==> src/rtl/tile_input_buffer_if.sv <==
// -----------------------------------------------------------------------------
// tile_input_buffer_if
//
// Bundles the three channels of the tile input buffer so that the block and
// its environment connect through a single port:
//   instruction channel : instruction_valid / instruction_ready plus
//                         address_input, length_input (L), repeats_input (R)
//   memory read channel : mem_req_valid / mem_req_ready / mem_req_addr,
//                         mem_resp_valid / mem_resp_data (in order, no stall)
//   output beat channel : out_valid / out_ready / out_data / out_last
//   status              : busy, error
//
// Handshake rule for every valid/ready pair: a transfer happens on a rising
// clk edge where valid and ready are both 1. Once valid is raised the payload
// stays stable until the transfer. mem_resp_valid has no ready and is taken
// on every edge where it is 1.
//
// Modports:
//   slave  - the tile input buffer itself
//   master - the environment (controller, memory and processor side)
// -----------------------------------------------------------------------------
interface tile_input_buffer_if #(
    parameter int DATA_WIDTH          = 8,
    parameter int N                   = 4,
    parameter int MAX_MATRIX_LENGTH   = 4096,
    parameter int MEMORY_ADDRESS_BITS = 64
);
    localparam int LEN_W  = $clog2(MAX_MATRIX_LENGTH + 1);
    localparam int REP_W  = $clog2(MAX_MATRIX_LENGTH / N + 1);
    localparam int WORD_W = N * DATA_WIDTH;

    logic                           instruction_valid;
    logic                           instruction_ready;
    logic [MEMORY_ADDRESS_BITS-1:0] address_input;
    logic [LEN_W-1:0]               length_input;
    logic [REP_W-1:0]               repeats_input;

    logic                           mem_req_valid;
    logic                           mem_req_ready;
    logic [MEMORY_ADDRESS_BITS-1:0] mem_req_addr;
    logic                           mem_resp_valid;
    logic [WORD_W-1:0]              mem_resp_data;

    logic                           out_valid;
    logic                           out_ready;
    logic [WORD_W-1:0]              out_data;
    logic                           out_last;

    logic                           busy;
    logic                           error;

    modport slave (
        input  instruction_valid, address_input, length_input, repeats_input,
        input  mem_req_ready, mem_resp_valid, mem_resp_data,
        input  out_ready,
        output instruction_ready, mem_req_valid, mem_req_addr,
        output out_valid, out_data, out_last, busy, error
    );

    modport master (
        output instruction_valid, address_input, length_input, repeats_input,
        output mem_req_ready, mem_resp_valid, mem_resp_data,
        output out_ready,
        input  instruction_ready, mem_req_valid, mem_req_addr,
        input  out_valid, out_data, out_last, busy, error
    );
endinterface

==> src/rtl/tile_input_buffer.sv <==
// -----------------------------------------------------------------------------
// tile_input_buffer
//
// Accepts an instruction (start address, L words per pass, R passes), fetches
// the L words from memory once into a local buffer and streams them to the
// processor R times, word 0..L-1 per pass, with out_last on word L-1.
// The first pass is served while words are still arriving; later passes are
// replayed from the buffer without touching memory.
//
// Ports:
//   clk, reset      - rising-edge clock, synchronous active-high reset
//   bus (slave)     - instruction, memory read, output beat and status
//                     signals (see tile_input_buffer_if)
//
// An instruction with L==0, R==0 or L>BUFFER_DEPTH is consumed and dropped;
// L>BUFFER_DEPTH additionally sets the sticky error flag until reset.
// The FSM state is visible on bus.busy (1 exactly in RUN).
// -----------------------------------------------------------------------------
module tile_input_buffer #(
    parameter int DATA_WIDTH          = 8,
    parameter int N                   = 4,
    parameter int BUFFER_DEPTH        = 64,
    parameter int MAX_MATRIX_LENGTH   = 4096,
    parameter int MEMORY_ADDRESS_BITS = 64
) (
    input logic               clk,
    input logic               reset,
    tile_input_buffer_if.slave bus
);
    localparam int LEN_W  = $clog2(MAX_MATRIX_LENGTH + 1);
    localparam int REP_W  = $clog2(MAX_MATRIX_LENGTH / N + 1);
    localparam int IDX_W  = (BUFFER_DEPTH > 1) ? $clog2(BUFFER_DEPTH) : 1;
    localparam int WORD_W = N * DATA_WIDTH;
    localparam int unsigned DEPTH_U = BUFFER_DEPTH;

    typedef enum logic {
        IDLE = 1'b0,
        RUN  = 1'b1
    } state_t;

    state_t                         state_q, state_d;
    logic [MEMORY_ADDRESS_BITS-1:0] base_addr_q;
    logic [LEN_W-1:0]               len_q;
    logic [REP_W-1:0]               rep_q;
    logic [LEN_W-1:0]               req_cnt_q;   // requests accepted by memory
    logic [LEN_W-1:0]               wr_cnt_q;    // words written into the buffer
    logic [LEN_W-1:0]               rd_ptr_q;    // next word to present
    logic [REP_W-1:0]               pass_cnt_q;  // completed passes
    logic                           error_q;

    // Not reset: stale words are never shown because out_valid requires
    // rd_ptr < wr_cnt, and wr_cnt restarts at 0 with every instruction.
    logic [WORD_W-1:0]              buffer_mem [BUFFER_DEPTH];

    logic len_too_long;
    logic instr_legal;
    logic instr_fire;
    logic req_valid;
    logic req_fire;
    logic resp_write;
    logic out_valid_w;
    logic out_last_w;
    logic out_fire;
    logic last_pass;

    always_comb begin
        len_too_long = 32'(bus.length_input) > DEPTH_U;
        instr_legal  = (bus.length_input != '0) && (bus.repeats_input != '0) && !len_too_long;
        instr_fire   = bus.instruction_valid && (state_q == IDLE);
        req_valid    = (state_q == RUN) && (req_cnt_q < len_q);
        req_fire     = req_valid && bus.mem_req_ready;
        // Responses past L (or arriving while idle, e.g. after a reset) are dropped.
        resp_write   = (state_q == RUN) && bus.mem_resp_valid && (wr_cnt_q < len_q);
        out_valid_w  = (state_q == RUN) && (rd_ptr_q < wr_cnt_q);
        out_last_w   = out_valid_w && (rd_ptr_q == len_q - LEN_W'(1));
        out_fire     = out_valid_w && bus.out_ready;
        last_pass    = (pass_cnt_q == rep_q - REP_W'(1));
    end

    // FSM: state register
    always_ff @(posedge clk) begin
        if (reset) begin
            state_q <= IDLE;
        end else begin
            state_q <= state_d;
        end
    end

    // FSM: next state
    always_comb begin
        state_d = state_q;
        case (state_q)
            IDLE: if (instr_fire && instr_legal) state_d = RUN;
            RUN:  if (out_fire && out_last_w && last_pass) state_d = IDLE;
            default: state_d = IDLE;
        endcase
    end

    // Counters, latched instruction and sticky error
    always_ff @(posedge clk) begin
        if (reset) begin
            base_addr_q <= '0;
            len_q       <= '0;
            rep_q       <= '0;
            req_cnt_q   <= '0;
            wr_cnt_q    <= '0;
            rd_ptr_q    <= '0;
            pass_cnt_q  <= '0;
            error_q     <= 1'b0;
        end else if (state_q == IDLE) begin
            if (instr_fire) begin
                if (len_too_long) begin
                    error_q <= 1'b1;
                end
                if (instr_legal) begin
                    base_addr_q <= bus.address_input;
                    len_q       <= bus.length_input;
                    rep_q       <= bus.repeats_input;
                    req_cnt_q   <= '0;
                    wr_cnt_q    <= '0;
                    rd_ptr_q    <= '0;
                    pass_cnt_q  <= '0;
                end
            end
        end else begin
            if (req_fire) begin
                req_cnt_q <= req_cnt_q + LEN_W'(1);
            end
            if (resp_write) begin
                wr_cnt_q <= wr_cnt_q + LEN_W'(1);
            end
            if (out_fire) begin
                if (out_last_w) begin
                    rd_ptr_q   <= '0;
                    pass_cnt_q <= pass_cnt_q + REP_W'(1);
                end else begin
                    rd_ptr_q <= rd_ptr_q + LEN_W'(1);
                end
            end
        end
    end

    // Word buffer: written in arrival order, read combinationally so a word
    // written on one edge is presentable in the following cycle.
    always_ff @(posedge clk) begin
        if (!reset && resp_write) begin
            buffer_mem[wr_cnt_q[IDX_W-1:0]] <= bus.mem_resp_data;
        end
    end

    assign bus.instruction_ready = (state_q == IDLE);
    assign bus.busy              = (state_q == RUN);
    assign bus.error             = error_q;
    assign bus.mem_req_valid     = req_valid;
    assign bus.mem_req_addr      = base_addr_q + MEMORY_ADDRESS_BITS'(req_cnt_q);
    assign bus.out_valid         = out_valid_w;
    assign bus.out_last          = out_last_w;
    assign bus.out_data          = buffer_mem[rd_ptr_q[IDX_W-1:0]];

endmodule

==> src/flat_wrapper.sv <==
// flat-port wrapper written by rule: the top's interface ports become plain ports
module tile_input_buffer_flat 
#(
    parameter int DATA_WIDTH          = 8,
    parameter int N                   = 4,
    parameter int BUFFER_DEPTH        = 64,
    parameter int MAX_MATRIX_LENGTH   = 4096,
    parameter int MEMORY_ADDRESS_BITS = 64
)
  (clk, reset, bus_instruction_valid, bus_address_input, bus_length_input, bus_repeats_input, bus_mem_req_ready, bus_mem_resp_valid, bus_mem_resp_data, bus_out_ready, bus_instruction_ready, bus_mem_req_valid, bus_mem_req_addr, bus_out_valid, bus_out_data, bus_out_last, bus_busy, bus_error);
  tile_input_buffer_if #(.DATA_WIDTH(DATA_WIDTH), .N(N), .MAX_MATRIX_LENGTH(MAX_MATRIX_LENGTH), .MEMORY_ADDRESS_BITS(MEMORY_ADDRESS_BITS)) bus_i ();
  input logic clk;
  input logic reset;
  input wire logic [$bits(bus_i.instruction_valid)-1:0] bus_instruction_valid;
  input wire logic [$bits(bus_i.address_input)-1:0] bus_address_input;
  input wire logic [$bits(bus_i.length_input)-1:0] bus_length_input;
  input wire logic [$bits(bus_i.repeats_input)-1:0] bus_repeats_input;
  input wire logic [$bits(bus_i.mem_req_ready)-1:0] bus_mem_req_ready;
  input wire logic [$bits(bus_i.mem_resp_valid)-1:0] bus_mem_resp_valid;
  input wire logic [$bits(bus_i.mem_resp_data)-1:0] bus_mem_resp_data;
  input wire logic [$bits(bus_i.out_ready)-1:0] bus_out_ready;
  output wire logic [$bits(bus_i.instruction_ready)-1:0] bus_instruction_ready;
  output wire logic [$bits(bus_i.mem_req_valid)-1:0] bus_mem_req_valid;
  output wire logic [$bits(bus_i.mem_req_addr)-1:0] bus_mem_req_addr;
  output wire logic [$bits(bus_i.out_valid)-1:0] bus_out_valid;
  output wire logic [$bits(bus_i.out_data)-1:0] bus_out_data;
  output wire logic [$bits(bus_i.out_last)-1:0] bus_out_last;
  output wire logic [$bits(bus_i.busy)-1:0] bus_busy;
  output wire logic [$bits(bus_i.error)-1:0] bus_error;
  assign bus_i.instruction_valid = bus_instruction_valid;
  assign bus_i.address_input = bus_address_input;
  assign bus_i.length_input = bus_length_input;
  assign bus_i.repeats_input = bus_repeats_input;
  assign bus_i.mem_req_ready = bus_mem_req_ready;
  assign bus_i.mem_resp_valid = bus_mem_resp_valid;
  assign bus_i.mem_resp_data = bus_mem_resp_data;
  assign bus_i.out_ready = bus_out_ready;
  assign bus_instruction_ready = bus_i.instruction_ready;
  assign bus_mem_req_valid = bus_i.mem_req_valid;
  assign bus_mem_req_addr = bus_i.mem_req_addr;
  assign bus_out_valid = bus_i.out_valid;
  assign bus_out_data = bus_i.out_data;
  assign bus_out_last = bus_i.out_last;
  assign bus_busy = bus_i.busy;
  assign bus_error = bus_i.error;
  tile_input_buffer #(.DATA_WIDTH(DATA_WIDTH), .N(N), .BUFFER_DEPTH(BUFFER_DEPTH), .MAX_MATRIX_LENGTH(MAX_MATRIX_LENGTH), .MEMORY_ADDRESS_BITS(MEMORY_ADDRESS_BITS)) u_core (.clk(clk), .reset(reset), .bus(bus_i));
endmodule
==> config.mk <==
export PLATFORM = sky130hd
export DESIGN_NAME = tile_input_buffer_flat
export DESIGN_NICKNAME = d
export VERILOG_FILES = /design/src/rtl/tile_input_buffer_if.sv /design/src/rtl/tile_input_buffer.sv /design/src/flat_wrapper.sv
export SDC_FILE = /design/constraint.sdc
export NUM_CORES = 2
export LEC_CHECK = 0
export BUFFER_PORTS_ARGS = -buffer_cell sky130_fd_sc_hd__buf_2
export CAP_MARGIN = 20
export CORE_MARGIN = 1
export CORE_UTILIZATION = 40
export DETAILED_ROUTE_END_ITERATION = 16
export GPL_TIMING_DRIVEN = 0
export SLEW_MARGIN = 20
export SYNTH_ARGS = -nofsm -noshare
export SYNTH_HDL_FRONTEND = slang
export SYNTH_SLANG_ARGS = --single-unit
==> constraint.sdc <==
create_clock -name clk -period 9.1 [get_ports clk]
set_input_delay 0.91 -clock clk [delete_from_list [all_inputs] [get_ports clk]]
set_output_delay 0.91 -clock clk [all_outputs]
set_load 0.1 [all_outputs]
Word level (Yosys, flattened, before mapping)
Memory sizes are Yosys's and may differ from the RTL's. A register that Yosys moved wholly into a read port is not among the register bits. Index checks and enable logic that the tools add are counted. Widths: inputs -> output; s select.

Memories: 1. Bits in registers: 140. Bits of input ports: 126. Logic and storage cells: 75. Output and inout port bits: 102. Bits in writable memories: 2048.

Add/sub/neg operators: 7. Equality and inequality tests: 6. Bitwise logic cells: 1. Reductions and logical operators: 26. $lt $le $gt $ge: 4. Muxes and demuxes: 21.

Memories: u_core.buffer_mem (depth 64, bits a word 32, rd ports 1, clocked after Yosys merged registers in 1, write ports 1, line tile_input_buffer.sv:53) `logic [WORD_W-1:0] buffer_mem [BUFFER_DEPTH];`.

Operators by type and width (count): $mux 13 (9); $add 64x13->64 (1); $mux 11 (5); $add 13x1->13 const B (3); $lt 13x13->1 (3); $reduce_and 3->1 (5); $logic_and 1x1->1 (14); $eq 13x13->1 (1); $gt 13x7->1 const B (1); $reduce_bool 13->1 (1); $sub 13x1->13 const B (1); $mux 6 (2); $add 11x1->11 const B (1); $eq 11x11->1 (1); $reduce_bool 11->1 (1); $sub 11x1->11 const B (1); $ne 2x2->1 const B (4); $mux 1 (4); $reduce_and 4->1 (1); $reduce_bool 2->1 (2); $logic_not 1->1 (2); $pmux 1 s2 (1); $not 1->1 (1).

Depth between registers and ports, before layout
Word-level depth: 8. Mapped depth: 12.

Worst setup path before layout
OpenSTA, ideal clock, no wires.

Path kind: reg2reg. From: reg u_core.state_q (netlist: u_core.bus.busy). To: mem u_core.buffer_mem[51][0] (netlist bit), enable pin. Path buffers: 0. Library setup time: 0.502 ns. Stages on the path, launching flop included: 8. Arrival time: 5.285 ns. Slack: 3.313 ns. Required time: 8.598 ns. Period minus slack after synthesis: 5.787 ns. Cells stage by stage: dfxtp_1 nand2_1 nor2_1 o211ai_1 a21oi_1 nor2b_1 nand4_1 nor4_1.

Cells in the longest elaborated chain, start to end: 5.

RTL lines: start, declared (line tile_input_buffer.sv:41) `state_t state_q, state_d;`; start signal, assigned (line tile_input_buffer.sv:85) `state_q <= state_d;`; $logic_and 1x1->1 (2 in series) (line tile_input_buffer.sv:73) `resp_write = (state_q == RUN) && bus.mem_resp_valid && (wr_cnt_q < len_q);`; $logic_and 1x1->1 (line tile_input_buffer.sv:146) `if (!reset && resp_write) begin`; $mux 1 (line tile_input_buffer.sv:146); $mux 1 (not written as such) (line tile_input_buffer.sv:147) `buffer_mem[wr_cnt_q[IDX_W-1:0]] <= bus.mem_resp_data;`; end, declared (line tile_input_buffer.sv:53).

No other way between the ends.

==> insert_results.sql <==
INSERT INTO impl_metrics (metric_group, metric, value, unit) VALUES
('run_status', 'outcome', 'finished clean', ''),
('setup_path', 'timing.critical_path.cells', 'clkbuf_1, clkbuf_1, buf_2, buf_2, mux4_2, mux4_2, mux2i_1, o21ai_0, buf_2', ''),
('timing', 'rsz_0062_raised_after_global_routing', 'no', ''),
('cells_and_area', 'layout-drive-gt1-share', '0.2957', ''),
('routing', 'num_vias', '43918', ''),
('timing', 'setup_total_negative_slack', '0', 'ns'),
('routing', 'post_drt_via_cell_ratio', '5.676', ''),
('setup_path', 'reg2reg_to', 'u_core.buffer_mem[51][14]', ''),
('placement', 'post-place-cells', '7323', ''),
('setup_path', 'crit_fanout', '11', ''),
('setup_path', 'critical_path.most_common_cell', 'buf_2', ''),
('synth', 'synth.yosys.seq_area_share', '0.7446', ''),
('global_route', 'antenna_found_initial', '26', ''),
('timing', 'slew_violations', '0', ''),
('placement', 'place.gp.congestion', '0.8482', ''),
('placement', 'dpl_cell_area', '94000', 'sq um'),
('cells_and_area', 'stdcell_area', '101200', 'sq um'),
('timing', 'period_needed', '6.717', 'ns'),
('timing', 'rel_slew_slack', '0.2080', ''),
('cells_and_area', 'synth_to_layout_area_growth', '16.97', '%'),
('floorplanning', 'die_h', '467.1', 'um'),
('clock_tree', 'clk_pin_slew_worst_paths', '0.06', 'ns'),
('clock_tree', 'htree_num_levels', '4', ''),
('setup_path', 'crit_path_start_kind', 'register', ''),
('timing', 'fmax', '148.9', 'MHz'),
('worst_hold_path', 'worstHoldEndpoint', 'u_core.base_addr_q[55]', ''),
('worst_hold_path', 'min_path_cells', '3', ''),
('synth', 'postSynthNetCount', '4329', ''),
('synth', 'syn_avg_cell_area', '20.86', 'sq um'),
('routing', 'wl', '227800', 'um'),
('floorplanning', 'total_die_area', '218200', 'sq um'),
('synth', 'synth_edf_count', '2048', ''),
('synth', 'post-synth-top-area-fraction', '0.7108', ''),
('routing', 'post-route-drc-count', '0', ''),
('worst_hold_path', 'timing.hold.worst.start', 'bus_address_input[55]', ''),
('setup_path', 'worst-r2r-cell-count', '15', ''),
('cells_and_area', 'finish.cell_count_without_fillers', '7737', ''),
('pwr', 'cellPowerDensity', '198.8', 'nW/um^2'),
('setup_path', 'critPathArrivalTime', '5.81', 'ns'),
('clock_tree', 'cts_repair_resize_count', '0', ''),
('clock_tree', 'clock_sink_count', '2194', ''),
('setup_path', 'reg2reg_setup_slack', '3.67', 'ns'),
('floorplanning', 'initial_utilization', '0.4027', ''),
('floorplanning', 'core.rowCount', '170', ''),
('placement', 'dpl.hpwl', '155600', 'um'),
('global_route', 'largest_net_degree_at_the_start_of_global_routing', '65', ''),
('synth', 'synth-async-reset-ratio', '0', ''),
('synth', 'synth_warnings', '0', ''),
('global_route', 'gr-total-overflow', '0', ''),
('global_route', 'grt_util_all_layers', '0.2093', ''),
('clock_tree', 'setup_repair_bufs_after_cts', '0', ''),
('synth', 'yosysUniqueCellTypes', '58', ''),
('routing', 'antenna_left', '0', ''),
('routing', 'iteration_0_drc_count_of_the_detailed_router', '5041', ''),
('synth', 'syn_inst', '4147', ''),
('routing', 'drtPass1Iterations', '5', ''),
('clock_tree', 'cts_buffer_depth', '3', ''),
('floorplanning', 'boundaryPins', '228', ''),
('run', 'drv.max_cap_violation_count', '0', ''),
('synth', 'ys_top_cells_by_area', 'edfxtp_1, mux4_2, dfxtp_1, nand2_1, ha_1', ''),
('timing', 'finalSetupViolations', '0', ''),
('routing', 'routedWlPerCell', '29.45', 'um'),
('synth', 'synth.largest_area_cell', 'edfxtp_1', ''),
('synth', 'synth-seq-cells', '2194', ''),
('global_route', 'via_count_of_the_first_global_routing_pass', '44149', ''),
('setup_path', 'critical_path.slowest_cell', 'clkbuf_1', ''),
('pwr', 'peakVddDrop', '0.2192', 'mV'),
('floorplanning', 'chipWidth', '467.1', 'um'),
('timing', 'worst_clock_skew', '0.05696', 'ns'),
('clock_tree', 'cts_tree', 'yes', ''),
('setup_path', 'reg2reg_from', 'u_core.len_q[6]', '');
[final cells by class]
type | instances | area, sq um
timing repair buffer | 342 | 3548
fill | 17654 | 113600
tap | 2838 | 3551
clock buffer | 276 | 5753
antenna | 6 | 15.01
clock inverter | 128 | 1295
sequential | 2194 | 64420
multi-input combinational | 1693 | 21550
buffer | 205 | 849.6
inverter | 55 | 206.4
[report_power, final]
part | internal (mW) | switching, mW
registers | 11.0 | 0.00132
clock network | 4.97 | 3.88
logic | 0.0426 | 0.200
total | 16.0 | 4.08
[cells in the mapped netlist, types with 3 or more instances]
cell type     n
buf_1        55
dfxtp_1     146
o31a_1        3
nor2b_1      11
o21a_1        7
edfxtp_1   2048
and4_1        6
nor3b_1       3
nor4_1       16
a31oi_1       4
nand4_1      24
or2_2         5
nor3_1       42
or3_1        15
inv_1        55
o211ai_1      6
nor2_1      140
and2_1        8
xor2_1       53
clkbuf_1    135
nand2b_1      7
buf_2        13
ha_1         55
mux2_2        8
a21boi_0      4
or4_1         7
xnor2_1      61
o31ai_1       4
mux2i_1      14
a21oi_1     123
o21ai_0      37
a32oi_1       3
a21o_1       18
a211oi_1      8
and3_1       25
mux4_2      664
o2111ai_1     6
nand3_1      51
nand2_1     232
[sequential cells by signal, indices dropped and copies added (netlist names), named ones only]
signal / count
u_core.buffer_mem: 2048
u_core.base_addr_q: 64
u_core.len_q: 13
u_core.rd_ptr_q: 13
u_core.req_cnt_q: 13
u_core.wr_cnt_q: 13
u_core.pass_cnt_q: 11
u_core.rep_q: 11
u_core.bus.busy: 1
u_core.bus.error: 1
[how the worst max path moves through the flow]
stage,from,to,slack (ns),cells past startpoint
2_1_floorplan,u_core.bus.busy,u_core.buffer_mem[51][0],3.31,7
3_3_place_gp,u_core.len_q[6],u_core.buffer_mem[51][9],-1.00,10
3_5_place_dp,register,bus_out_data[20],3.21,9
4_1_cts,register,bus_out_data[20],2.33,9
5_1_grt,register,bus_out_data[20],2.15,9
6_report,register,bus_out_data[23],2.38,9
[per-stage QoR]
| stage | setup WS [ns] | hold WS (ns) |
|---|---|---|
| floorplan | 3.313 | 0.4363 |
| CTS | 2.329 | 0.2475 |
| global placement | -1.003 | 0.4522 |
| detailed placement | 3.214 | 0.4523 |
| finish | 2.383 | 0.3081 |
| global route | 2.155 | 0.2670 |
[logic make-up (layout without fill, tap and decap cells)]
group	Yosys count	count (layout)	synth area share
AO/OA/AOI/OAI	239	239	0.01669
XOR/XNOR	114	114	0.01154
adder cells (fa/ha/maj)	56	56	0.008185
buffers and inverters	260	1006	0.01164
flip-flops	2194	2194	0.7446
multiplexers	686	686	0.1755
other	0	6	0
AND/OR/NAND/NOR	598	598	0.03182
[layer usage]
layer  vias up  track usage  part of all wire
li1      18334            -                 -
met1     23524       0.2822              0.40
met2      1747       0.3457              0.49
met3       299      0.04234             0.080
met4        14      0.05717             0.026
met5         -            0           0.00042
[placed cells by master (no fill, tap or decap), types with 30 or more instances in the layout]
cell type,synthesis,routed
buf_2,13,232
nor2_1,140,84
xnor2_1,61,61
inv_1,55,55
buf_12,0,46
clkinv_2,0,39
ha_1,55,55
o21ai_0,37,37
dfxtp_1,146,146
xor2_1,53,53
nand3_1,51,50
edfxtp_1,2048,2048
buf_4,0,42
nor2_4,0,56
nor3_1,42,40
clkbuf_16,0,218
clkbuf_1,135,171
a21oi_1,123,123
mux4_2,664,664
buf_16,0,44
buf_1,55,30
nand2_1,232,232
clkinv_1,0,50
[worst max-delay path, delay by kind of cell (launching register included)]
kind                   cells  cell delay (ns)
muxes                      3             1.42
DFF                        1             0.31
AOI/OAI and AO/OA          1             0.28
buffers and inverters      5             2.91
Power figures use the tool's default switching activity.
